--- src/rtl/alu_share_arbiter.sv ---
// Shares one 16-bit combinational ALU between the EX stage (port 0) and the branch unit (port 1).
// Round-robin grant in IDLE, operands registered into the ALU, result and flags registered back to the owner.
module alu_share_arbiter (
    input  logic        clk,
    input  logic        rst_n,
    input  logic        req_valid_0,
    output logic        req_ready_0,
    input  logic [2:0]  req_op_0,
    input  logic [15:0] req_a_0,
    input  logic [15:0] req_b_0,
    input  logic        req_cin_0,
    input  logic        req_valid_1,
    output logic        req_ready_1,
    input  logic [2:0]  req_op_1,
    input  logic [15:0] req_a_1,
    input  logic [15:0] req_b_1,
    input  logic        req_cin_1,
    output logic        rsp_valid_0,
    input  logic        rsp_ready_0,
    output logic        rsp_valid_1,
    input  logic        rsp_ready_1,
    output logic [15:0] rsp_z,
    output logic [4:0]  rsp_flags,
    output logic        rsp_err,
    output logic [15:0] alu_in1,
    output logic [15:0] alu_in2,
    output logic [2:0]  alu_op,
    output logic        alu_cin,
    input  logic [15:0] alu_z,
    input  logic        alu_c_out,
    input  logic        alu_overflow,
    input  logic        alu_lt,
    input  logic        alu_eq,
    input  logic        alu_gt,
    output logic [1:0]  o_dbg_state
);

    // Handshake: a request transfers on a rising edge where req_valid_k && req_ready_k;
    // a response transfers on a rising edge where rsp_valid_k && rsp_ready_k.
    typedef enum logic [1:0] {
        IDLE = 2'd0,
        EXEC = 2'd1,
        RESP = 2'd2
    } state_t;

    state_t      r_state;
    state_t      w_next_state;
    logic        r_prio;
    logic        r_owner;
    logic [2:0]  r_op;
    logic [15:0] r_a;
    logic [15:0] r_b;
    logic        r_cin;
    logic        r_err;
    logic [15:0] r_z;
    logic [4:0]  r_flags;
    logic        r_rsp_err;

    logic        w_grant;
    logic        w_accept;
    logic        w_owner_rsp_ready;
    logic [2:0]  w_sel_op;
    logic        w_sel_err;

    assign w_grant  = (req_valid_0 && req_valid_1) ? r_prio : req_valid_1;
    assign w_sel_op = w_grant ? req_op_1 : req_op_0;
    assign w_sel_err = (w_sel_op == 3'b100) || (w_sel_op == 3'b101) || (w_sel_op == 3'b110);
    assign w_owner_rsp_ready = r_owner ? rsp_ready_1 : rsp_ready_0;

    always_comb begin
        w_next_state = r_state;
        req_ready_0  = 1'b0;
        req_ready_1  = 1'b0;
        rsp_valid_0  = 1'b0;
        rsp_valid_1  = 1'b0;
        w_accept     = 1'b0;
        case (r_state)
            IDLE: begin
                // Gated by rst_n so ready reads 0 for the whole reset window
                req_ready_0 = rst_n && !w_grant && req_valid_0;
                req_ready_1 = rst_n && w_grant && req_valid_1;
                w_accept    = req_ready_0 || req_ready_1;
                if (w_accept) begin
                    w_next_state = EXEC;
                end
            end
            EXEC: begin
                w_next_state = RESP;
            end
            RESP: begin
                rsp_valid_0 = !r_owner;
                rsp_valid_1 = r_owner;
                if (w_owner_rsp_ready) begin
                    w_next_state = IDLE;
                end
            end
            default: begin
                w_next_state = IDLE;
            end
        endcase
    end

    always_ff @(posedge clk or negedge rst_n) begin
        if (!rst_n) begin
            r_state <= IDLE;
            r_prio  <= 1'b0;
        end else begin
            r_state <= w_next_state;
            if (r_state == RESP && w_owner_rsp_ready) begin
                r_prio <= ~r_owner;
            end
        end
    end

    // Operand registers only load on accept, so the ALU inputs are stable through EXEC and RESP
    always_ff @(posedge clk or negedge rst_n) begin
        if (!rst_n) begin
            r_owner <= 1'b0;
            r_op    <= 3'b000;
            r_a     <= 16'h0000;
            r_b     <= 16'h0000;
            r_cin   <= 1'b0;
            r_err   <= 1'b0;
        end else if (w_accept) begin
            r_owner <= w_grant;
            r_op    <= w_sel_op;
            r_a     <= w_grant ? req_a_1 : req_a_0;
            r_b     <= w_grant ? req_b_1 : req_b_0;
            r_cin   <= w_grant ? req_cin_1 : req_cin_0;
            r_err   <= w_sel_err;
        end
    end

    // Illegal opcodes return zero with carry/overflow suppressed; compare flags pass through
    always_ff @(posedge clk or negedge rst_n) begin
        if (!rst_n) begin
            r_z       <= 16'h0000;
            r_flags   <= 5'b00000;
            r_rsp_err <= 1'b0;
        end else if (r_state == EXEC) begin
            r_z       <= r_err ? 16'h0000 : alu_z;
            r_flags   <= {alu_c_out && !r_err, alu_overflow && !r_err, alu_lt, alu_eq, alu_gt};
            r_rsp_err <= r_err;
        end
    end

    assign alu_in1     = r_a;
    assign alu_in2     = r_b;
    assign alu_op      = r_op;
    assign alu_cin     = r_cin;
    assign rsp_z       = r_z;
    assign rsp_flags   = r_flags;
    assign rsp_err     = r_rsp_err;
    assign o_dbg_state = r_state;

endmodule

--- config.mk ---
export PLATFORM = sky130hd
export DESIGN_NAME = alu_share_arbiter
export DESIGN_NICKNAME = d
export VERILOG_FILES = /design/src/rtl/alu_share_arbiter.sv
export SDC_FILE = /design/constraint.sdc
export NUM_CORES = 1
export LEC_CHECK = 0
export CORE_UTILIZATION = 35
export CTS_BUF_LIST = sky130_fd_sc_hd__clkbuf_8
export CTS_CLUSTER_DIAMETER = 30
export DETAILED_ROUTE_END_ITERATION = 6
export MAX_ROUTING_LAYER = met4
export PLACE_DENSITY_LB_ADDON = 0.2
export SETUP_SLACK_MARGIN = 0.2
export SYNTH_ARGS = -nofsm -noshare
export SYNTH_HDL_FRONTEND = slang
export SYNTH_SLANG_ARGS = --single-unit
--- constraint.sdc ---
create_clock -name clk -period 1.2 [get_ports clk]
set_input_delay 0.18 -clock clk [delete_from_list [all_inputs] [get_ports clk]]
set_output_delay 0.18 -clock clk [all_outputs]
set_load 0.1 [all_outputs]
# After elaboration in Yosys (flattened, before gate mapping)
# Cells that the tools add are included.
[word_totals]
memories = 0
register_bits = 63
word_cells = 50
mem_bits_rw = 0
in_bits = 99
romBits = 0
latch_bits = 0
[op_classes]
multipliers = 0
eq_ne = 7
order_cmp = 0
reduce_logical = 16
mux = 15
add_sub_neg = 0
shift = 0
n_bitwise = 1
div_mod_pow = 0
[ops]
columns = ["cell", "n"]
rows = [
  ["two-way mux 16 bit", 3],
  ["equality test 3 bit, second input constant", 3],
  ["logical AND 1 bit", 8],
  ["two-way mux 1 bit", 8],
  ["one-hot mux 2 bit (3 select lines)", 1],
  ["two-way mux 2 bit", 2],
  ["!= test 2 bit, second input constant", 2],
  ["zero test 1 bit", 3],
  ["logical OR 1 bit", 3],
  ["two-way mux 3 bit", 1],
  ["equality test 2 x 1 -> 1 bit, second input constant", 1],
  ["equality test 2 bit, second input constant", 1],
  ["zero test 2 bit", 1],
  ["AND reduction 2 bit", 1],
  ["NOT 1 bit", 1],
]

# Longest topological paths before layout
[depth]
depth_word = 8
mapped_depth = 6

# Worst setup path after synthesis
# OpenSTA, ideal clock, no wires.
[synth_path]
kind = "reg2reg"
from = "reg r_state[1], in the netlist o_dbg_state[1]"
to = "reg r_owner"
required_ns = 1.128
arrival_ns = 2.670
path_buffers = 0
synth_period_minus_slack_ns = 2.743
setup_time_ns = 0.072
path_slack_ns = -1.543
path_stages_with_launch = 4
path_cell_list = "dfrtp_1 -> nor3b_2 -> nor2b_1 -> a21o_1"
[synth_via]
elab_chain_len = 2
[synth_rtl]
columns = ["element", "line_no", "source"]
rows = [
  ["start, declared", "46", "state_t r_state;"],
  ["start signal, assigned", "108", "r_state <= w_next_state;"],
  ["zero test 2 bit", "77", "case (r_state)"],
  ["two-way mux 1 bit", "77", ""],
  ["end signal, assigned", "125", "r_owner <= w_grant;"],
  ["end, declared", "49", "logic r_owner;"],
]
# No other way between the ends.
# A chain may end at the register's enable or synchronous reset.

# Worst setup path after layout
[layout_path]
from = "reg r_state[1], in the netlist o_dbg_state[1]"
to = "out req_ready_0"
[layout_via]
elab_chain_len = 2
[layout_rtl]
columns = ["element", "line_no", "source"]
rows = [
  ["zero test 2 bit", "77", ""],
  ["two-way mux 1 bit", "77", ""],
  ["end, declared", "7", "output logic req_ready_0,"],
]
# No other way between the ends.

==> flow_metrics.py <==
metrics = {
    "finish": {
        "n_antenna_cell": 0,
        "drive_gt1_share_pct": 63.2,
        "layout.nets": 611,
        "syn2layout_area_growth_pct": 136,
        "fin_cells": 619,
        "final_common_cell": "clkdlybuf4s50_1",
        "layout_common_cells": "clkdlybuf4s50_1 (96), buf_12 (69), dfrtp_2 (59)",
        "n_fill_cell": 378,
    },
    "logic_synthesis": {
        "synth-simple-area-share_pct": 13.6,
        "yosysWarnings": 0,
        "synth_cell_types": 25,
        "synthMuxAreaShare_pct": 13.9,
        "seq_area_frac_synth_pct": 55.1,
        "synthArstFlopShare_pct": 100,
        "synth_edf_count": 0,
        "synth_fa_ha_area_share_pct": 0,
        "syn-num-nets": 373,
        "synth-main-ff-cell": "dfrtp_1",
        "avgSynthCellArea_um2": 10.4,
        "ys_seq_elements": 63,
        "synth-compound-area-share_pct": 12.5,
        "syn_inst": 274,
        "synth_area_mm2": 0.00286,
        "synth_xor_area_share_pct": 0,
        "synth_top_family_by_area": "multiplexers",
    },
    "setup_path": {
        "cp.arrival_ns": 1.50,
        "slowest_delay_ns": 0.50,
        "crit_type": "reg -> out",
        "cp_cell_sequence": "nor3b_4, nand2_2, nor2b_4, buf_12",
        "cpMaxStageDelayCell": "dfrtp_4",
        "start_kind": "flip-flop",
        "critical_path_buf_inv_count": 1,
        "critPathCaptureType": "output pin",
        "path_delay_family": "flip-flops",
        "critical_path_required_ns": 1.02,
        "crit_fanout": 3,
    },
    "run_status": {
        "violations": "negative setup slack",
        "status": "complete, but fails checks",
    },
    "clock_network": {
        "cts_tree": "yes",
        "cts.htree.levels": 3,
        "root_buffer": "clkbuf_8",
        "cts_buffers": 9,
        "clock_latency_ns": 0.33,
        "clock_path_buffers": 2,
        "clock-sinks": 63,
        "clk_pin_slew_ns": 0.07,
    },
    "timing": {
        "setup_ws_ns": -0.481,
        "rsz0062_at_grt": "true",
        "fin_skew_ns": 0.00524,
        "finalHoldViolCount": 0,
        "setup_viol": 68,
        "worst_slew_pin_slew_ns": 0.775,
        "slew_viol_final": 0,
        "fin_crit_ns": 1.68,
        "relSlewSlack_pct": 48.3,
        "max_freq_ghz": 0.595,
        "period_share_pct": 140,
    },
    "route": {
        "drc": 0,
        "num_vias": 3042,
        "wl_per_cell_um": 17.7,
        "ant_nets": 0,
        "drt_first_pass_iters": 4,
        "viasPerCell": 4.91,
        "drt_wl_total_um": 11000,
        "drtIter0Drc": 87,
    },
    "floorplan": {
        "die_h_um": 92.4,
        "row_count": 32,
        "start_util_pct": 36.7,
        "core-area_mm2": 0.00781,
        "io-pin-count": 163,
        "dieArea_mm2": 0.00854,
        "dieWidth_um": 92.4,
    },
    "hold_path": {
        "min_path_type": "in -> async",
    },
    "global_routing": {
        "overflow": 0,
        "grt_use_total_pct": 22.6,
        "grt_pass1_wl_um": 14400,
        "first_global_vias": 2974,
        "met3_usage_pct": 4.84,
        "grt_most_used_layer": "met2",
        "grt_use_met1_pct": 26.1,
        "use_met2_pct": 38.3,
        "grt_max_degree": 64,
        "antenna_found_initial": 0,
    },
    "placement": {
        "port-buffer-count": 162,
        "gp_congestion": 0.852,
        "place_inst": 543,
        "place_hpwl_um": 6480,
    },
    "flow_run": {
        "max_cap_violations": 0,
    },
}
## synth_stat cells, types with 3 or more instances
cell | number | area [µm²]
nand2b_1 | 20 | 125
clkbuf_1 | 10 | 37.5
buf_2 | 4 | 20.0
nor2b_1 | 4 | 25.0
nor2_1 | 3 | 11.3
mux2i_1 | 34 | 340
dfrtp_1 | 63 | 1580
nand2_1 | 56 | 210
o21ai_1 | 37 | 185
o21ai_0 | 19 | 95.1
mux2_1 | 3 | 33.8
buf_12 | 3 | 60.1
## state kept, by name, summed over array words and instances (netlist names)
register and count:
rsp_z 16, rsp_err 1, rsp_flags 5, r_prio 1, alu_in2 16, r_owner 1, o_dbg_state 2, r_err 1
alu_op 3, alu_cin 1, alu_in1 16
## worst reg2reg max path, stage by stage (launching register included)
cell and delay [ns]:
dfrtp_4 0.50, nor3b_4 0.24, buf_4 0.15, buf_6 0.11, o21ai_4 0.10, buf_6 0.16
buf_6 0.13, o31ai_2 0.17
## kinds of logic after synthesis
| family | Yosys count |
|---|---|
| AOI/OAI and AO/OA | 66 |
| buffers and inverters | 21 |
| DFF | 63 |
| muxes | 39 |
| and+or+nand+nor | 85 |
## layer usage
metal / share of wire, % / routed length [µm] / vias to the layer above
met5: 0 / 0 / -
met4: 1.6 / 176 / 0
met3: 5.8 / 635 / 13
met2: 53 / 5820 / 132
met1: 40 / 4330 / 1485
li1: - / - / 1412
## per-stage QoR
stage / setup TNS [ns] / cell area [µm²] / hold slack, ns / setup slack, ns / utilization [%]
after floorplan: -16.20 / 2990 / -0.116 / -0.478 / -
after global placement: -18.84 / 5470 / 0.436 / -0.434 / 70.0
after detailed placement: -20.63 / 5470 / 0.429 / -0.444 / 70.0
after CTS: -19.35 / 5910 / 0.0776 / -0.515 / 75.7
after global routing: -23.89 / 6760 / 0.121 / -0.549 / 86.6
final: -20.21 / 6760 / 0.0629 / -0.481 / 86.6
## timing repair
item | 4_1_cts | 5_1_grt
pin swaps | 4 | 65
gates cloned | 6 | 5
endpoints found under the setup margin | 127 | 127
setup buffers | 7 | 42
resized for setup | 17 | 154
hold buffers | 0 | 0
## path summary, 6_finish.rpt
| path | to | depth (start not counted) | from | slack, ns |
|---|---|---|---|---|
| worst max-delay path | req_ready_0 | 4 | o_dbg_state[1] | -0.48 |
| worst min-delay path | o_dbg_state[1] | 2 | rst_n | 0.06 |
| worst max register to register | r_err | 7 | o_dbg_state[1] | -0.45 |
| worst min register to register | alu_in2[13] | 2 | alu_in2[13] | 0.52 |
| max in group asynchronous | o_dbg_state[0] | 2 | rst_n | 0.57 |
| min in group clk | rsp_z[1] | 3 | alu_z[1] | 0.42 |
## cell type report
type | count | area, µm² | area share (%)
repair buffers | 244 | 3150 | 46.5
inverters | 3 | 18.8 | 0.277
clock inverters | 4 | 43.8 | 0.647
clock buffers | 12 | 165 | 2.44
flip-flops and latches | 63 | 1660 | 24.5
well taps | 102 | 128 | 1.89
multi-input cells | 191 | 1600 | 23.7
Power is not shown: default switching activity piles up to over one toggle a cycle in this logic, so the estimate is an artifact.
